**src/rtl/ram_port_arbiter_if.sv**
```systemverilog
// Bus-master port of the RAM arbiter: FemtoRV32-style one-cycle strobes
// with registered read data and per-direction busy flags.
interface ram_port_arbiter_if #(
  parameter int AW = 14,
  parameter int DW = 32
);
  logic [AW-1:0]   addr;
  logic [DW-1:0]   wdata;
  logic [DW/8-1:0] wmask;
  logic            rstrb;
  logic [DW-1:0]   rdata;
  logic            rbusy;
  logic            wbusy;

  modport master (output addr, wdata, wmask, rstrb, input rdata, rbusy, wbusy);
  modport slave  (input addr, wdata, wmask, rstrb, output rdata, rbusy, wbusy);
endinterface

```
**src/rtl/ram_port_arbiter.sv**
```systemverilog
// Round-robin arbiter sharing one single-port BRAM between two bus masters
// (M0 = CPU, M1 = DMA); per-master request capture plus a 3-state sequencer.
module ram_port_capture #(
  parameter int AW = 14,
  parameter int DW = 32
) (
  input  logic            clk,
  input  logic            reset,
  input  logic [AW-1:0]   addr,
  input  logic [DW-1:0]   wdata,
  input  logic [DW/8-1:0] wmask,
  input  logic            rstrb,
  input  logic            done,
  input  logic            rd_load,
  input  logic [DW-1:0]   ram_rdata,
  output logic            pend,
  output logic            is_read,
  output logic [AW-1:0]   cap_addr,
  output logic [DW-1:0]   cap_wdata,
  output logic [DW/8-1:0] cap_wmask,
  output logic [DW-1:0]   rdata,
  output logic            rbusy,
  output logic            wbusy,
  output logic            err
);
  logic strobe, accept;

  assign strobe = rstrb | (|wmask);
  // A strobe landing on the edge that retires the current request is a legal re-issue
  assign accept = strobe & (~pend | done);
  assign err    = (strobe & pend & ~done) | (rstrb & (|wmask));
  assign rbusy  = pend & is_read;
  assign wbusy  = pend & ~is_read;

  always_ff @(posedge clk) begin
    if (reset) begin
      pend      <= 1'b0;
      is_read   <= 1'b0;
      cap_addr  <= '0;
      cap_wdata <= '0;
      cap_wmask <= '0;
      rdata     <= '0;
    end else begin
      if (accept) begin
        pend      <= 1'b1;
        is_read   <= ~(|wmask);
        cap_addr  <= addr;
        cap_wdata <= wdata;
        cap_wmask <= wmask;
      end else if (done) begin
        pend <= 1'b0;
      end
      if (rd_load) rdata <= ram_rdata;
    end
  end
endmodule

module ram_port_arbiter #(
  parameter int AW = 14,
  parameter int DW = 32
) (
  input  logic                clk,
  input  logic                reset,
  ram_port_arbiter_if.slave   m0,
  ram_port_arbiter_if.slave   m1,
  output logic [AW-1:0]       ram_addr,
  output logic [DW-1:0]       ram_wdata,
  output logic [DW/8-1:0]     ram_wmask,
  output logic                ram_en,
  input  logic [DW-1:0]       ram_rdata,
  output logic                owner,
  output logic                proto_err
);
  localparam int NM = 2;
  localparam int MW = DW / 8;

  typedef enum logic [1:0] {IDLE, ACCESS, RDATA} state_t;

  logic [NM-1:0][AW-1:0] req_addr, cap_addr;
  logic [NM-1:0][DW-1:0] req_wdata, cap_wdata, rdata_v;
  logic [NM-1:0][MW-1:0] req_wmask, cap_wmask;
  logic [NM-1:0]         req_rstrb, pend_v, is_read_v, rbusy_v, wbusy_v, err_v;
  logic [NM-1:0]         done, rd_load;

  state_t state, state_nxt;
  logic   grant, grant_nxt, last_grant, last_nxt, owner_q, owner_nxt, proto_q, win;

  assign req_addr  = {m1.addr,  m0.addr};
  assign req_wdata = {m1.wdata, m0.wdata};
  assign req_wmask = {m1.wmask, m0.wmask};
  assign req_rstrb = {m1.rstrb, m0.rstrb};

  assign m0.rdata = rdata_v[0];
  assign m0.rbusy = rbusy_v[0];
  assign m0.wbusy = wbusy_v[0];
  assign m1.rdata = rdata_v[1];
  assign m1.rbusy = rbusy_v[1];
  assign m1.wbusy = wbusy_v[1];

  assign owner     = owner_q;
  assign proto_err = proto_q;

  generate
    for (genvar i = 0; i < NM; i++) begin : g_cap
      ram_port_capture #(.AW(AW), .DW(DW)) u_cap (
        .clk       (clk),
        .reset     (reset),
        .addr      (req_addr[i]),
        .wdata     (req_wdata[i]),
        .wmask     (req_wmask[i]),
        .rstrb     (req_rstrb[i]),
        .done      (done[i]),
        .rd_load   (rd_load[i]),
        .ram_rdata (ram_rdata),
        .pend      (pend_v[i]),
        .is_read   (is_read_v[i]),
        .cap_addr  (cap_addr[i]),
        .cap_wdata (cap_wdata[i]),
        .cap_wmask (cap_wmask[i]),
        .rdata     (rdata_v[i]),
        .rbusy     (rbusy_v[i]),
        .wbusy     (wbusy_v[i]),
        .err       (err_v[i])
      );
    end
  endgenerate

  // Both pending: the master not granted last time wins
  assign win = (pend_v == 2'b11) ? ~last_grant : pend_v[1];

  always_ff @(posedge clk) begin
    if (reset) begin
      state      <= IDLE;
      grant      <= 1'b0;
      last_grant <= 1'b1;
      owner_q    <= 1'b0;
      proto_q    <= 1'b0;
    end else begin
      state      <= state_nxt;
      grant      <= grant_nxt;
      last_grant <= last_nxt;
      owner_q    <= owner_nxt;
      proto_q    <= proto_q | (|err_v);
    end
  end

  always_comb begin
    state_nxt = state;
    grant_nxt = grant;
    last_nxt  = last_grant;
    owner_nxt = owner_q;
    done      = '0;
    rd_load   = '0;
    ram_en    = 1'b0;
    ram_addr  = '0;
    ram_wdata = '0;
    ram_wmask = '0;
    case (state)
      IDLE: begin
        if (|pend_v) begin
          grant_nxt = win;
          last_nxt  = win;
          owner_nxt = win;
          state_nxt = ACCESS;
        end
      end
      ACCESS: begin
        // Gated by reset so an abandoned write never lands on the reset edge
        if (!reset) begin
          ram_en   = 1'b1;
          ram_addr = cap_addr[grant];
          if (!is_read_v[grant]) begin
            ram_wdata = cap_wdata[grant];
            ram_wmask = cap_wmask[grant];
          end
        end
        if (is_read_v[grant]) begin
          state_nxt = RDATA;
        end else begin
          done[grant] = 1'b1;
          state_nxt   = IDLE;
        end
      end
      RDATA: begin
        done[grant]    = 1'b1;
        rd_load[grant] = 1'b1;
        state_nxt      = IDLE;
      end
      default: state_nxt = IDLE;
    endcase
  end
endmodule

```
**src/flat_wrapper.sv**
```systemverilog
// flat-port wrapper written by rule: the top's interface ports become plain ports
module ram_port_arbiter_flat 
#(
  parameter int AW = 14,
  parameter int DW = 32
)
  (clk, reset, ram_addr, ram_wdata, ram_wmask, ram_en, ram_rdata, owner, proto_err, m0_addr, m0_wdata, m0_wmask, m0_rstrb, m0_rdata, m0_rbusy, m0_wbusy, m1_addr, m1_wdata, m1_wmask, m1_rstrb, m1_rdata, m1_rbusy, m1_wbusy);
  ram_port_arbiter_if #(.AW(AW), .DW(DW)) m0_i ();
  ram_port_arbiter_if #(.AW(AW), .DW(DW)) m1_i ();
  input  logic clk;
  input  logic reset;
  output logic [AW-1:0] ram_addr;
  output logic [DW-1:0] ram_wdata;
  output logic [DW/8-1:0] ram_wmask;
  output logic ram_en;
  input  logic [DW-1:0] ram_rdata;
  output logic owner;
  output logic proto_err;
  input wire logic [$bits(m0_i.addr)-1:0] m0_addr;
  input wire logic [$bits(m0_i.wdata)-1:0] m0_wdata;
  input wire logic [$bits(m0_i.wmask)-1:0] m0_wmask;
  input wire logic [$bits(m0_i.rstrb)-1:0] m0_rstrb;
  output wire logic [$bits(m0_i.rdata)-1:0] m0_rdata;
  output wire logic [$bits(m0_i.rbusy)-1:0] m0_rbusy;
  output wire logic [$bits(m0_i.wbusy)-1:0] m0_wbusy;
  input wire logic [$bits(m1_i.addr)-1:0] m1_addr;
  input wire logic [$bits(m1_i.wdata)-1:0] m1_wdata;
  input wire logic [$bits(m1_i.wmask)-1:0] m1_wmask;
  input wire logic [$bits(m1_i.rstrb)-1:0] m1_rstrb;
  output wire logic [$bits(m1_i.rdata)-1:0] m1_rdata;
  output wire logic [$bits(m1_i.rbusy)-1:0] m1_rbusy;
  output wire logic [$bits(m1_i.wbusy)-1:0] m1_wbusy;
  assign m0_i.addr = m0_addr;
  assign m0_i.wdata = m0_wdata;
  assign m0_i.wmask = m0_wmask;
  assign m0_i.rstrb = m0_rstrb;
  assign m0_rdata = m0_i.rdata;
  assign m0_rbusy = m0_i.rbusy;
  assign m0_wbusy = m0_i.wbusy;
  assign m1_i.addr = m1_addr;
  assign m1_i.wdata = m1_wdata;
  assign m1_i.wmask = m1_wmask;
  assign m1_i.rstrb = m1_rstrb;
  assign m1_rdata = m1_i.rdata;
  assign m1_rbusy = m1_i.rbusy;
  assign m1_wbusy = m1_i.wbusy;
  ram_port_arbiter #(.AW(AW), .DW(DW)) u_core (.clk(clk), .reset(reset), .m0(m0_i), .m1(m1_i), .ram_addr(ram_addr), .ram_wdata(ram_wdata), .ram_wmask(ram_wmask), .ram_en(ram_en), .ram_rdata(ram_rdata), .owner(owner), .proto_err(proto_err));
endmodule
```
**config.mk**
```make
export PLATFORM = sky130hd
export DESIGN_NAME = ram_port_arbiter_flat
export DESIGN_NICKNAME = d
export VERILOG_FILES = /design/src/rtl/ram_port_arbiter_if.sv /design/src/rtl/ram_port_arbiter.sv /design/src/flat_wrapper.sv
export SDC_FILE = /design/constraint.sdc
export NUM_CORES = 1
export LEC_CHECK = 0
export BUFFER_PORTS_ARGS = -buffer_cell sky130_fd_sc_hd__buf_4
export CORE_AREA = 2 2 119 121
export CTS_CLUSTER_SIZE = 20
export DETAILED_ROUTE_END_ITERATION = 10
export DIE_AREA = 0 0 121 123
export GPL_ROUTABILITY_DRIVEN = 0
export GPL_TIMING_DRIVEN = 0
export PLACE_DENSITY = 0.84
export REMOVE_ABC_BUFFERS = 1
export SETUP_SLACK_MARGIN = 0.3
export SLEW_MARGIN = 0
export SYNTH_ARGS = -nofsm -noshare
export SYNTH_HDL_FRONTEND = slang
export SYNTH_SLANG_ARGS = --single-unit
```
**constraint.sdc**
```tcl
create_clock -name clk -period 5.1 [get_ports clk]
set_input_delay 0 -clock clk [delete_from_list [all_inputs] [get_ports clk]]
set_output_delay 0 -clock clk [all_outputs]
set_load 0.01 [all_outputs]
```
==> metrics.txt, run 1 <==
CTS clk-pin slew, worst paths=70 ps; final hold slack=58.7 ps; antenna-violating nets left=0; run status=finished clean; H-tree depth reported by CTS=4; Max Freq=339 MHz; setup TNS=0 ps; CTS tree=yes; initial antenna violation count=0; Tightest Pin Transition=1250 ps; most common cell after layout, fill and taps aside=buf_4; core area=13600 µm²; crit share post-route=0.578; share of cells above drive strength 1=0.247; critical path class=register to register; Routed Wire Length=29.0 mm; PD cells=293 nW/µm²; clk_skew=12.5 ps; ANT cells=0; top cells by area, synth=dfxtp_1 (48%), a21oi_1 (12%), nand2_1 (7.4%), mux2i_1 (7.1%), nand3_1 (6.4%); 1st-pass router iterations=5; DRC=0; GR Util All Layers=0.375; Synth Area per Inst=7.92 µm²; DIE WIDTH=121 µm; Worst EP arrival=3320 ps; post-synth top area share=0.482; Max FO, Critical Path=50; post-DR vias/cell=6.06; commonest non-fill, non-tap cells in the layout=buf_4 (255), a21oi_1 (173), dfxtp_1 (172); Hold Vio Cnt, Final=0; Slew headroom=0.164; Num CTS Buffers=17; vias in the first global route=8642; Nets=1392; CP startpoint kind=register; Synth area leader=dfxtp_1; maximum clock path buffer count=2; drt initial violations=1114; Crit. End Element=register; synthesis warning total=0; hold crit path type=primary input to register; Worst-Skew Late Latency=430 ps; Worst Setup SP=u_core.state[0]$_SDFFE_PP0P_; Die Ht=123 µm; dpl hpwl=14.8 mm; die area=14900 µm²; flops & latches, synth=173; Num Clock Sinks=173; pin count of the biggest net entering global routing=93; Final Max Slew Viols=0; Final setup viols=0; synth unique cells=35; Reg-to-Reg Start=u_core.state[0]$_SDFFE_PP0P_; Initial Utilization=0.528; Seq/Total Area, Yosys=0.482; overall overflow remaining after global route=0; row cnt=43; RSZ-0062 raised after global routing=false; hold path startpoint=reset; global-route wire length before repair=43.8 mm; Wirelength per Cell=20.1 µm; Max-Cap Viols=0; layout-stage area growth over the synthesis result=56.8%; Root Driver=clkbuf_16; Layout Cells excl Fill=1446; Cells after Synth=908; dpl cells=1273; CTS resizes=0; leakage power=4.50 nW; DR vias=8769; Mapped Area=7190 µm²; IO Count=257; worst path required time=5470 ps; PortBufs=256; minimum clock period=2950 ps; VDD IR max=0.189 mV; Pwr Total=0.00330 W
## cells by family after synthesis
kind of cell | synth area share
buffers and inverters | 0.0533
and+or+nand+nor | 0.184
DFF | 0.482
AOI/OAI and AO/OA | 0.203
muxes | 0.0710
adders and majority gates | 0.00662
## power breakdown
part / switching (W) / total (W) / leakage (nW) / internal [W]
clock network: 0.000561 / 0.00129 / 0.278 / 0.000729
registers: 0.0000503 / 0.00147 / 1.41 / 0.00142
logic: 0.000274 / 0.000544 / 2.81 / 0.000270
## metrics by stage
step	setup slack [ps]	instance area (µm²)	utilization
detailed placement	2350	9250	0.680
floorplan	1130	6820	-
global placement	-569	8970	0.659
finish	2150	11300	0.828
global route	2100	11300	0.828
CTS	1870	11200	0.826
## per-layer routing
| layer | GRT usage | up-vias | part of all wire |
|---|---|---|---|
| met5 | 0 | - | 0 |
| met4 | 0.203 | 0 | 0.052 |
| met3 | 0.0992 | 177 | 0.11 |
| met2 | 0.649 | 738 | 0.48 |
| met1 | 0.422 | 4049 | 0.35 |
| li1 | - | 3805 | - |
## sequential cells by signal (all words and copies together) (netlist names)
| signal | flops |
|---|---|
| u_core.grant | 1 |
| u_core.last_grant | 1 |
| u_core.g_cap.u_cap.cap_wmask | 8 |
| u_core.g_cap.u_cap.cap_wdata | 64 |
| u_core.proto_err | 1 |
| u_core.g_cap.u_cap.cap_addr | 28 |
| u_core.state | 2 |
| u_core.g_cap.u_cap.is_read | 2 |
| u_core.g_cap.u_cap.rdata | 64 |
| u_core.g_cap.u_cap.pend | 2 |
## path summary, 6_finish.rpt
check | cells after the start | to | slack (ps)
max | 7 | u_core.g_cap[1].u_cap.cap_wdata[2]$_SDFFE_PP0P_ | 2150
min | 2 | u_core.g_cap[0].u_cap.cap_wdata[25]$_SDFFE_PP0P_ | 60
max reg2reg | 7 | u_core.g_cap[1].u_cap.cap_wdata[2]$_SDFFE_PP0P_ | 2150
min reg2reg | 2 | u_core.g_cap[1].u_cap.rdata[9]$_SDFFE_PP0P_ | 450
## worst max-delay path, stage by stage (launching register included)
cell and delay (ps):
dfxtp_1 360, inv_1 90, ha_1 330, a21boi_1 300
a21o_2 830, o21ai_1 200, a21oi_1 210, dlygate4sd3_1 580
## synth_stat cells
cell,count
nor2_2,2
a22oi_2,1
and2_1,3
or2_1,1
clkbuf_1,55
o22ai_1,1
ha_1,3
maj3_1,1
nand3_1,92
mux2i_1,51
a32oi_1,1
buf_2,13
dfxtp_1,173
or4_4,1
a22o_1,1
o21ai_1,15
buf_1,8
buf_6,4
a21boi_1,1
inv_1,5
a21oi_2,1
or4_1,1
nor4_1,1
nand2_1,141
nand2b_1,5
a31oi_1,2
a21oi_1,173
nor2_1,54
clkbuf_2,2
or2_2,1
nor2b_1,5
buf_4,1
o21ai_0,86
a211oi_1,2
a21o_1,1
## area by class of cell
type,instances,area (µm²)
flip-flops and latches,173,3470
multi-input cells,647,3370
inverters,5,18.8
clock buffers,21,480
repair buffers,409,3600
well taps,180,225
clock inverters,11,109
fillers,691,2340
## repair_timing
action                    in CTS  in global routing
hold endpoints to repair     168                  0
hold buffers                 140                  0
setup buffers                  0                  0
(Power assumes the default switching activity.)
==> inputs of run 2 (changes only) <==
CORE_AREA = 2 2 130 132   (was 2 2 119 121)
DIE_AREA = 0 0 132 134   (was 0 0 121 123)
PLACE_DENSITY = 0.75   (was 0.84)
clock period = 2.5 ns   (was 5.1 ns; I/O delays follow)
==> metrics.txt, run 2 (synthesis results as in run 1) <==
Routed Wire Length=27.5 mm; drt initial violations=582; Max-Cap Viols=0; metal2 WL=13.6 mm; Top Metal Used=met4; CTS clk-pin slew, worst paths=70 ps; maximum clock path buffer count=2; die area=17700 µm²; leakage power=4.51 nW; critical path class=register to primary output; Buf+Inv Stages, Crit Path=2; sequential power share=0.437; antenna-violating nets left=0; CTS tree=yes; PD cells=593 nW/µm²; H-tree depth reported by CTS=4; R2R Setup Slk=430 ps; Max Freq=477 MHz; Worst path slowest cell=mux2i_4; Max FO, Critical Path=32; WL met1=10.7 mm; VDD IR max=0.464 mV; ANT cells=0; Worst EP arrival=2100 ps; run status=finished clean; slowest stage delay, CP=470 ps; Wirelength per Cell=18.5 µm; routed length on met3=2.43 mm; Logic pwr share=0.169; Sw Share=0.262; Nets=1394; biggest registers after layout=u_core.g_cap.u_cap.cap_wdata: 64 flops, u_core.g_cap.u_cap.rdata: 64 flops, u_core.g_cap.u_cap.cap_addr: 28 flops; WP depth=5; GR Util All Layers=0.296; minimum clock period=2100 ps; commonest non-fill, non-tap cells in the layout=buf_4 (258), a21oi_1 (173), dfxtp_1 (172); clock power share=0.394; Setup crit end=ram_wdata[11]; crit share post-route=0.839; worst path required time=2500 ps; Final setup viols=0; Sw Pwr=0.00178 W; pin count of the biggest net entering global routing=97; Slew headroom=0.191; Worst-Skew Late Latency=420 ps; post-DR vias/cell=5.54; IO Count=257; row cnt=47; most common cell after layout, fill and taps aside=buf_4; Hold Vio Cnt, Final=0; final hold slack=45.2 ps; 1st-pass router iterations=5; core area=16300 µm²; DIE WIDTH=132 µm; Root Driver=clkbuf_16; initial antenna violation count=0; dpl hpwl=15.1 mm; DRC=0; Pint=0.00500 W; Largest delay share family, worst path=multiplexers; Die Ht=134 µm; share of cells above drive strength 1=0.258; Cell Chain, Critical Path=buf_12, mux2i_4, nand2_8, nor2_1, buf_4; hold crit path type=primary input to register; overall overflow remaining after global route=0; Worst Setup SP=u_core.grant$_SDFFE_PP0P_; DR vias=8240; global-route wire length before repair=42.3 mm; vias in the first global route=8472; Num Clock Sinks=173; Initial Utilization=0.441; Final Max Slew Viols=0; Tightest Pin Transition=1210 ps; Reg-to-Reg Start=u_core.grant$_SDFFE_PP0P_; Util after Layout=0.701; R2R depth=5; PortBufs=256; Crit. End Element=primary output; RSZ-0062 raised after global routing=true; reg2reg end=u_core.g_cap[0].u_cap.rdata[25]$_SDFFE_PP0N_; Num CTS Buffers=17; Pwr Total=0.00677 W; clk_skew=13.6 ps; layout-stage area growth over the synthesis result=58.8%; CP startpoint kind=register
run 2: cell type report:
cell class                      count  area (µm²)
Timing Repair Buffer              408        3600
Fill cell                        1193        4880
Sequential cell                   173        3470
Clock inverter                     12         136
Tap cell                          220         275
Clock buffer                       20         457
Inverter                            5        22.5
Multi-Input combinational cell    650        3450
run 2: worst min path at each step:
| stage | end | from | slack [ps] | depth (start not counted) |
|---|---|---|---|---|
| after detailed placement | u_core.g_cap[1].u_cap.rdata[4]$_SDFFE_PP0P_ | ram_rdata[4] | 270 | 3 |
| after floorplan | u_core.g_cap[0].u_cap.cap_addr[0]$_SDFFE_PP0P_ | reset | 70 | 1 |
| after CTS | u_core.g_cap[0].u_cap.cap_wdata[17]$_SDFFE_PP0P_ | reset | 40 | 2 |
| after global placement | u_core.g_cap[1].u_cap.rdata[31]$_SDFFE_PP0P_ | ram_rdata[31] | 260 | 3 |
| after global routing | u_core.g_cap[0].u_cap.cap_wdata[5]$_SDFFE_PP0P_ | reset | 80 | 2 |
| final | u_core.g_cap[0].u_cap.cap_wdata[5]$_SDFFE_PP0P_ | reset | 50 | 2 |
run 2: power by group through the flow:
| stage | Combinational [W] | Sequential, W | Clock (W) |
|---|---|---|---|
| finish | 0.00114 | 0.00296 | 0.00267 |
| global route | 0.00122 | 0.00297 | 0.00282 |
| CTS | 0.00109 | 0.00295 | 0.00270 |
| detailed placement | 0.000860 | 0.00304 | 0 |
| global placement | 0.000777 | 0.00305 | 0 |
| floorplan | 0.000392 | 0.00303 | 0 |
run 2: repair_timing:
action / 4_1_cts / 5_1_grt
cloned: 1 / 2
resized for setup: 10 / 4
pin swaps: 1 / 2
setup endpoints to repair: 144 / 93
hold buffers: 134 / 0
hold endpoints to repair: 168 / 0
buffers inserted: 2 / 3
run 2: through the flow:
stage               setup TNS (ps)  worst slack [ps]  instances  instance area [µm²]
detailed placement          -23690              -765       1314                 9320
CTS                              0               285       1483                11300
global route                     0               263       1488                11400
finish                           0               403       1488                11400
global placement           -568080             -3350       1301                 9020
floorplan                  -209680             -1470        825                 6820
run 2: layer usage:
layer,up-vias,GRT usage
met3,72,0.0767
met1,3876,0.342
met4,0,0.136
met5,-,0
met2,473,0.517
li1,3819,-
